### src/rtl/serial_pkg.sv
// Shared serial-line definitions for the transmit arbiter and receiver.
// Frame: one start bit, DATA_BITS data bits LSB first, one stop bit.
package serial_pkg;

  localparam int   DATA_BITS = 8;
  localparam logic START_BIT = 1'b0;
  localparam logic STOP_BIT  = 1'b1;

  typedef enum logic [1:0] {
    IDLE,
    START,
    DATA,
    STOP
  } tx_state_e;

endpackage

### src/rtl/rr_arb2.sv
// Two-way round-robin selector.
// last names the requester served most recently; the other one wins ties.
module rr_arb2 (
  input  logic [1:0] req,
  input  logic       last,
  input  logic       enable,
  output logic [1:0] gnt
);

  assign gnt[0] = enable & req[0] & (~req[1] | last);
  assign gnt[1] = enable & req[1] & (~req[0] | ~last);

endmodule

### src/rtl/serial_tx_arb.sv
// Two-requester byte arbiter feeding a single idle-high serial line.
// One bit per clock; back-to-back frames are accepted in the STOP cycle.
module serial_tx_arb (
  input  logic       clk,
  input  logic       reset,
  input  logic       req0_valid,
  input  logic [7:0] req0_data,
  output logic       req0_ready,
  input  logic       req1_valid,
  input  logic [7:0] req1_data,
  output logic       req1_ready,
  output logic       out,
  output logic       busy,
  output logic       grant_id,
  output logic       done
);

  import serial_pkg::*;

  localparam logic [2:0] LAST_BIT = 3'(DATA_BITS - 1);

  tx_state_e            state;
  logic [DATA_BITS-1:0] shift_reg;
  logic [2:0]           bit_cnt;
  logic                 last;
  logic                 window;
  logic [1:0]           gnt;
  logic                 accept;

  assign window = ~reset & ((state == IDLE) | (state == STOP));

  rr_arb2 u_arb (
    .req    ({req1_valid, req0_valid}),
    .last   (last),
    .enable (window),
    .gnt    (gnt)
  );

  assign accept     = |gnt;
  assign req0_ready = gnt[0];
  assign req1_ready = gnt[1];
  assign busy       = (state != IDLE);
  assign done       = (state == STOP);

  always_ff @(posedge clk) begin
    if (reset) begin
      state     <= IDLE;
      out       <= STOP_BIT;
      grant_id  <= 1'b0;
      bit_cnt   <= 3'd0;
      shift_reg <= '0;
      last      <= 1'b1;
    end else begin
      unique case (state)
        IDLE, STOP: begin
          if (accept) begin
            state     <= START;
            out       <= START_BIT;
            shift_reg <= gnt[1] ? req1_data : req0_data;
            grant_id  <= gnt[1];
            last      <= gnt[1];
          end else begin
            state <= IDLE;
            out   <= STOP_BIT;
          end
        end
        START: begin
          state     <= DATA;
          out       <= shift_reg[0];
          shift_reg <= shift_reg >> 1;
          bit_cnt   <= 3'd0;
        end
        DATA: begin
          bit_cnt <= bit_cnt + 3'd1;
          if (bit_cnt == LAST_BIT) begin
            state <= STOP;
            out   <= STOP_BIT;
          end else begin
            out       <= shift_reg[0];
            shift_reg <= shift_reg >> 1;
          end
        end
        default: begin
          state <= IDLE;
          out   <= STOP_BIT;
        end
      endcase
    end
  end

endmodule

### config.mk
export PLATFORM = sky130hd
export DESIGN_NAME = serial_tx_arb
export DESIGN_NICKNAME = d
export VERILOG_FILES = /design/src/rtl/serial_pkg.sv /design/src/rtl/rr_arb2.sv /design/src/rtl/serial_tx_arb.sv
export SDC_FILE = /design/constraint.sdc
export NUM_CORES = 1
export LEC_CHECK = 0
export ABC_AREA = 1
export CAP_MARGIN = 20
export CORE_MARGIN = 2
export CORE_UTILIZATION = 51
export CTS_CLUSTER_DIAMETER = 30
export DETAILED_ROUTE_END_ITERATION = 8
export HOLD_SLACK_MARGIN = 0.02
export PLACE_DENSITY = 0.88
export SETUP_SLACK_MARGIN = 0.5
export SYNTH_ARGS = -nofsm -noshare
export SYNTH_HDL_FRONTEND = slang
export SYNTH_HIERARCHICAL = 1
export SYNTH_SLANG_ARGS = --single-unit
### constraint.sdc
create_clock -name clk -period 3.05 [get_ports clk]
set_input_delay 0.61 -clock clk [delete_from_list [all_inputs] [get_ports clk]]
set_output_delay 0.61 -clock clk [all_outputs]
set_load 0.005 [all_outputs]
## Yosys cells after proc, flatten, opt, wreduce, memory -nomap -nowiden

Cells that the tools add are included.
W data, S select, Z words.

| storage, ports and cells | value |
|---|---|
| bits in registers | 16 |
| input bits | 20 |
| output and inout bits | 6 |

| cells by class | value |
|---|---|
| add/sub/neg operators | 1 |
| equality and inequality tests | 7 |
| muxes and demuxes | 11 |
| bitwise operators | 12 |
| reduce and logical (&&, ||, !) cells | 7 |

Operator list:

| cell | count |
|---|---|
| $mux W8 | 3 |
| $pmux W8 S3 | 1 |
| $ne A2 B2 Y1 const B | 3 |
| $pmux W2 S3 | 1 |
| $pmux W3 S2 | 1 |
| $and A1 B1 Y1 | 5 |
| $eq A2 B2 Y1 const B | 2 |
| $not A1 Y1 | 4 |
| $reduce_and A2 Y1 | 2 |
| $reduce_bool A2 Y1 | 2 |
| $reduce_or A2 Y1 | 2 |
| $add A3 B1 Y3 const B | 1 |
| $eq A3 B3 Y1 const B | 1 |
| $mux W1 | 3 |
| $or A1 B1 Y1 | 3 |
| $pmux W1 S3 | 1 |
| $eq A2 B1 Y1 const B | 1 |
| $logic_not A2 Y1 | 1 |
| $mux W2 | 1 |

## Depth between registers and ports, before layout

Gate-level depths: netlist of the first run.

| logic depth | value |
|---|---|
| word-level depth | 8 |
| mapped depth | 14 |
| gate-level depth less buffers | 13 |

## Hierarchy

The synthesis of the first run kept the hierarchy.

By module, submodules not included:

| module | times used | cells an instance | area an instance (um^2) |
|---|---|---|---|
| serial_tx_arb | 1 | 142 | 957.2 |
| rr_arb2 | 1 | 5 | 21.3 |

## Worst setup path after synthesis of the first run

OpenSTA, ideal clock, no wires.

| timing path | value |
|---|---|
| kind | register -> output |
| start point | register state[0] |
| end point | output port req1_ready |
| data arrival time | 1451 ps |
| required time | 2440 ps |
| path slack | 989 ps |
| stages on the path, launching flop included | 9 |
| path buffers | 1 |
| cell sequence | dfxtp_1 > inv_1 > ha_1 > buf_6 > inv_4 > nand2_1 > inv_1 > nand2_1 > a21oi_1 |

| on the way | value |
|---|---|
| longest elaborated chain between the ends | 5 |
| elaborated cells on any way between the ends | 6 |
| those cells by class | eq/ne: 1; bitwise: 4; reduce/logical: 1 |

Ends and longest elaborated chain:

| what | RTL line | source |
|---|---|---|
| from (decl) | serial_tx_arb.sv:22 | `tx_state_e state;` |
| from (signal assigned) | serial_tx_arb.sv:47 | `state <= IDLE;` |
| from (signal assigned) | serial_tx_arb.sv:57 | `state <= START;` |
| from (signal assigned) | serial_tx_arb.sv:63 | `state <= IDLE;` |
| $eq A2 B2 Y1 or $logic_not A2 Y1 (tied branches) | serial_tx_arb.sv:30 | `assign window = ~reset & ((state == IDLE) \| (state == STOP));` |
| $or A1 B1 Y1 (*) | serial_tx_arb.sv:30 |  |
| $and A1 B1 Y1 (*) | serial_tx_arb.sv:30 |  |
| named net window | serial_tx_arb.sv:26 | `logic window;` |
| $and A1 B1 Y1 (*) (2 in a row) | rr_arb2.sv:11 | `assign gnt[1] = enable & req[1] & (~req[0] \| ~last);` |
| to (decl) | serial_tx_arb.sv:11 | `output logic req1_ready,` |

The timed path passes the listed nets; every way through them passes the cells marked *.

## Worst setup path after layout of the first run

| timing path | value |
|---|---|
| start point | input port reset |
| end point | output port req0_ready |

| on the way | value |
|---|---|
| longest elaborated chain between the ends | 4 |

Ends and longest elaborated chain:

| what | RTL line | source |
|---|---|---|
| from (decl) | serial_tx_arb.sv:5 | `input logic reset,` |
| $not A1 Y1 | serial_tx_arb.sv:30 |  |
| $and A1 B1 Y1 | serial_tx_arb.sv:30 |  |
| named net window | serial_tx_arb.sv:26 |  |
| $and A1 B1 Y1 (2 in a row) | rr_arb2.sv:10 | `assign gnt[0] = enable & req[0] & (~req[1] \| last);` |
| to (decl) | serial_tx_arb.sv:8 | `output logic req0_ready,` |

The timed path passes the listed nets, and every way through them passes these cells.

==> flow_summary.ini, run 1 <==
[cts]
clk_latency_ps = 300
tritoncts = built
clockBufferDepth = 2
postCtsHoldBufs = 0
path_clk_slew_ps = 90
numClockSinks = 16
cts_buffers = 3
clockRootBuffer = clkbuf_4
htreeDepth = 1

[sta]
maxSlewHeadroom = 0.831
setup_slack_ps = 677
fin_crit_ps = 2370
fin_tns_setup_ps = 0
whs_ps = 476
rsz0062_at_grt = no
maxClockFrequency_ghz = 0.421
finalHoldViolCount = 0
fin_skew_ps = 8.34
final.period_utilization = 0.778
worst_slew_pin_slew_ps = 252
slew_viol_final = 0
setup_viol = 0

[final_layout]
layout_common_cells = nand2_1 (50), clkdlybuf4s50_1 (23), nor2_1 (17)
largest_reg_flops = 8
area_growth_pct = 33.2
mostFrequentLayoutCell = nand2_1
design_area_um2 = 1300
diodes = 0
layout.nets = 204
instances_no_fill = 202
drive_above_1_share = 0.124
fin_util = 0.739

[die]
die_x_um = 47.8
core_area_um2 = 1760
ios = 26
placementRows = 15
fp.dieH_um = 47.8
start_util = 0.555
die_area_um2 = 2280

[worst_setup_path]
crit_fanout = 4
crit_path_end_kind = output pin
startpoint_type = primary input
critPathKind = in2out
ff2ff_setup_slack_ps = 1130
critPathArrivalTime_ps = 1760
required_ps = 2440

[power]
powerDensity_nw_per_um2 = 823
p_total_mw = 1.07
p_leak_nw = 0.629
ir_drop_uv = 481

[detailed_routing]
wire_per_inst_um = 10.3
drt-total-wl_um = 2070
drc = 0
top_layer = met4
drtPass1Iterations = 4
drt_iter0_drc = 19
drt.antenna.violating_nets = 0
drt-met1-wl_um = 917
via_per_inst = 4.94
dr_wl_met3_um = 120
vias = 997
met2WireLength_um = 1000

[grt]
grt_use_total = 0.206
antenna_found_initial = 0
grt-ovfl-total = 0
grt_pass1_wl_um = 3340
grt_pass1_vias = 794
grt_max_degree = 19

[place]
place.gp.congestion = 0.854
dpl.cell_count = 197
place_area_um2 = 1250
pre_cts_ws_ps = 358
dp_hpwl_um = 1510
numPortBuffers = 25

[logic_synthesis]
synth_top_area_cell = dfxtp_1
synth-seq-cells = 16
syn_area_per_cell_um2 = 6.66
ys_seq_area_frac = 0.327
yosysTopAreaCellShare = 0.327
synth_nets = 173
ys_types = 19
syn-instance-count = 147
ys.warnings.count = 6
syn_area_um2 = 978
yosys-top-cells-area = dfxtp_1 (33%), nand2_1 (19%), ha_1 (7.7%)

[status]
status = complete, no violations

[run]
timing.max_cap.violations = 0

[hold_path]
hp-class = reg2reg
## path summary, 6_finish.rpt
| path | start | end | cells after the start |
|---|---|---|---|
| worst min-delay path | bit_cnt[2] | bit_cnt[2] | 2 |
| worst min register to register | bit_cnt[2] | bit_cnt[2] | 2 |
| worst max-delay path | reset | req0_ready | 7 |
| worst max register to register | state[0] | shift_reg[7] | 14 |
## kinds of logic (layout without fill, tap and decap cells)
logic type,Yosys count,count (layout),share of synthesized area
fa+ha+maj,6,6,0.0767
buf+inv,22,52,0.110
compound gates,19,19,0.106
flops,16,16,0.327
simple gates,84,84,0.380
## report_power, final
part	leakage (nW)	total (mW)	internal, mW	switching, mW
clock network	0.0210	0.145	0.0728	0.0727
registers	0.133	0.311	0.277	0.0348
logic	0.475	0.616	0.256	0.360
## repair_timing
action	CTS	global route
setup buffers	1	0
setup endpoints to repair	2	0
gates resized for setup	6	0
## critical path: stages
cell and delay [ps]:
clkdlybuf4s50_1 440, inv_1 90, nand2_1 50, inv_1 100, nand2_1 80, a21oi_2 140
dlygate4sd2_1 250
## layout make-up
class                      count  area [µm²]
timing repair buffer          30         285
fill                         137         460
clock buffer                   4        36.3
multi-input combinational    109         558
sequential                    16         323
tap                           25        31.3
inverter                      18        70.1
## cell usage after synthesis, drive strengths merged
master and n:
nand2 53, o21ai 5, nor2 20, o211ai 1, nand3 11, inv 18, a21oi 12, dfxtp 16
ha 6, a211oi 1, buf 4
## layer usage
metal | vias up | GRT usage
met2 | 29 | 0.331
met3 | 5 | 0.0302
met4 | 0 | 0.0919
met1 | 446 | 0.274
li1 | 517 | -
met5 | - | 0
(Power assumes the default switching activity.)
==> inputs of run 2 (changes only) <==
CORE_ASPECT_RATIO = 1.5   (was unset)
CORE_UTILIZATION = 47   (was 51)
PLACE_DENSITY = 0.83   (was 0.88)
clock period = 2.3 ns   (was 3.05 ns; I/O delays follow)
==> flow_summary.ini, run 2 (synthesized netlist as in run 1, its figures left out) <==
[status]
status = complete, no violations

[place]
numPortBuffers = 25
place.gp.congestion = 0.722
dpl.cell_count = 195
dp_hpwl_um = 1760

[final_layout]
area_growth_pct = 41.8
fillers = 174
layout_common_cells = nand2_1 (47), clkdlybuf4s50_1 (21), nor2_1 (17)
instances_no_fill = 206
mostFrequentLayoutCell = nand2_1
largest_reg_flops = 8
layout.nets = 211
drive_above_1_share = 0.212
diodes = 0

[worst_setup_path]
crit_fanout = 3
timing.rr.start = state[0]
critPathKind = reg2out
startpoint_type = flip-flop
worstPathCellList = inv_2, ha_4, inv_8, nand2_2, inv_2, nand2_2, a21oi_2, buf_2
critPathArrivalTime_ps = 1450
crit_path_end_kind = output pin
r2r_end = shift_reg[0]
worst-r2r-cell-count = 13
cp_slowest_stage_delay_ps = 350
ff2ff_setup_slack_ps = 590
critPathSlowestCell = dfxtp_2
required_ps = 1840
cp-startpoint = state[0]

[power]
ir_drop_uv = 680
powerDensity_nw_per_um2 = 1130
p_leak_nw = 0.683

[grt]
grt_pass1_vias = 967
grt-ovfl-total = 0
antenna_found_initial = 0
grt_pass1_wl_um = 3810
grt_max_degree = 19
grt_use_total = 0.227

[die]
fp.dieH_um = 59.9
die_x_um = 41.3
core_area_um2 = 2000
start_util = 0.489
ios = 26
placementRows = 20
die_area_um2 = 2470

[detailed_routing]
via_per_inst = 4.87
vias = 1004
drt_iter0_drc = 22
drt-total-wl_um = 2450
drtPass1Iterations = 4
drc = 0
wire_per_inst_um = 11.9
drt.antenna.violating_nets = 0

[sta]
final.period_utilization = 0.829
fin_crit_ps = 1910
setup_viol = 0
fin_skew_ps = 8.93
maxSlewHeadroom = 0.827
finalHoldViolCount = 0
rsz0062_at_grt = yes
fin_tns_setup_ps = 0
worst_slew_pin_slew_ps = 259
slew_viol_final = 0
maxClockFrequency_ghz = 0.524

[cts]
clk_latency_ps = 310
tritoncts = built
path_clk_slew_ps = 100
clockBufferDepth = 2
numClockSinks = 16
cts_buffers = 3
clockRootBuffer = clkbuf_4
htreeDepth = 1
postCtsHoldBufs = 0

[hold_path]
whs_path_depth = 2
hp-class = reg2reg
holdCritStartpoint = grant_id
hold-path-endpoint = grant_id

[run]
timing.max_cap.violations = 0
[run 2: area by class of cell]
class	count	area, µm²	area share
inverters	18	75.1	0.0541
flip-flops and latches	16	323	0.233
repair buffers	37	335	0.242
well taps	22	27.5	0.0198
multi-input cells	109	591	0.426
clock buffers	4	36.3	0.0261
[run 2: per-stage QoR]
stage / setup slack, ps / util / hold slack, ps / total power [mW] / area [µm²]
2_1_floorplan: 503 / - / 430 / 1.05 / 998
3_3_place_gp: 66.2 / 0.638 / 445 / 1.22 / 1280
3_5_place_dp: 36.4 / 0.638 / 458 / 1.26 / 1280
4_1_cts: 414 / 0.683 / 475 / 1.54 / 1370
5_1_grt: 349 / 0.693 / 496 / 1.70 / 1390
6_report: 392 / 0.693 / 467 / 1.57 / 1390
[run 2: repair_timing]
action,CTS,global route
endpoints found under the setup margin,14,11
endpoints found under the hold margin,0,0
gates resized for setup,17,3
pin swaps,1,1
buffers inserted,5,2
[run 2: report_power, final]
part | internal, mW | total, mW | leakage (nW) | switching, mW
registers | 0.367 | 0.418 | 0.133 | 0.0506
logic | 0.418 | 0.954 | 0.530 | 0.536
clock network | 0.0968 | 0.196 | 0.0210 | 0.0992
total | 0.882 | 1.57 | 0.683 | 0.686
[run 2: routing by layer]
layer / global-route usage / share of wire / vias to the layer above
li1: - / - / 530
met2: 0.422 / 0.55 / 19
met3: 0.0223 / 0.034 / 5
met1: 0.231 / 0.39 / 450
met4: 0.111 / 0.020 / 0
met5: 0 / 0 / -
[run 2: how the worst max path moves through the flow]
stage,end,slack [ps],cells past startpoint
after CTS,req0_ready,410,8
after global placement,req1_ready,70,7
after global routing,req0_ready,350,8
final,req0_ready,390,8
after floorplan,shift_reg[7],500,13
after detailed placement,req1_ready,40,7
[run 2: critical path, delay by kind of cell (launching register included)]
kind	cells	cell delay, ps
simple gates	2	100
fa+ha+maj	1	260
compound gates	1	120
flops	1	350
buf+inv	4	310
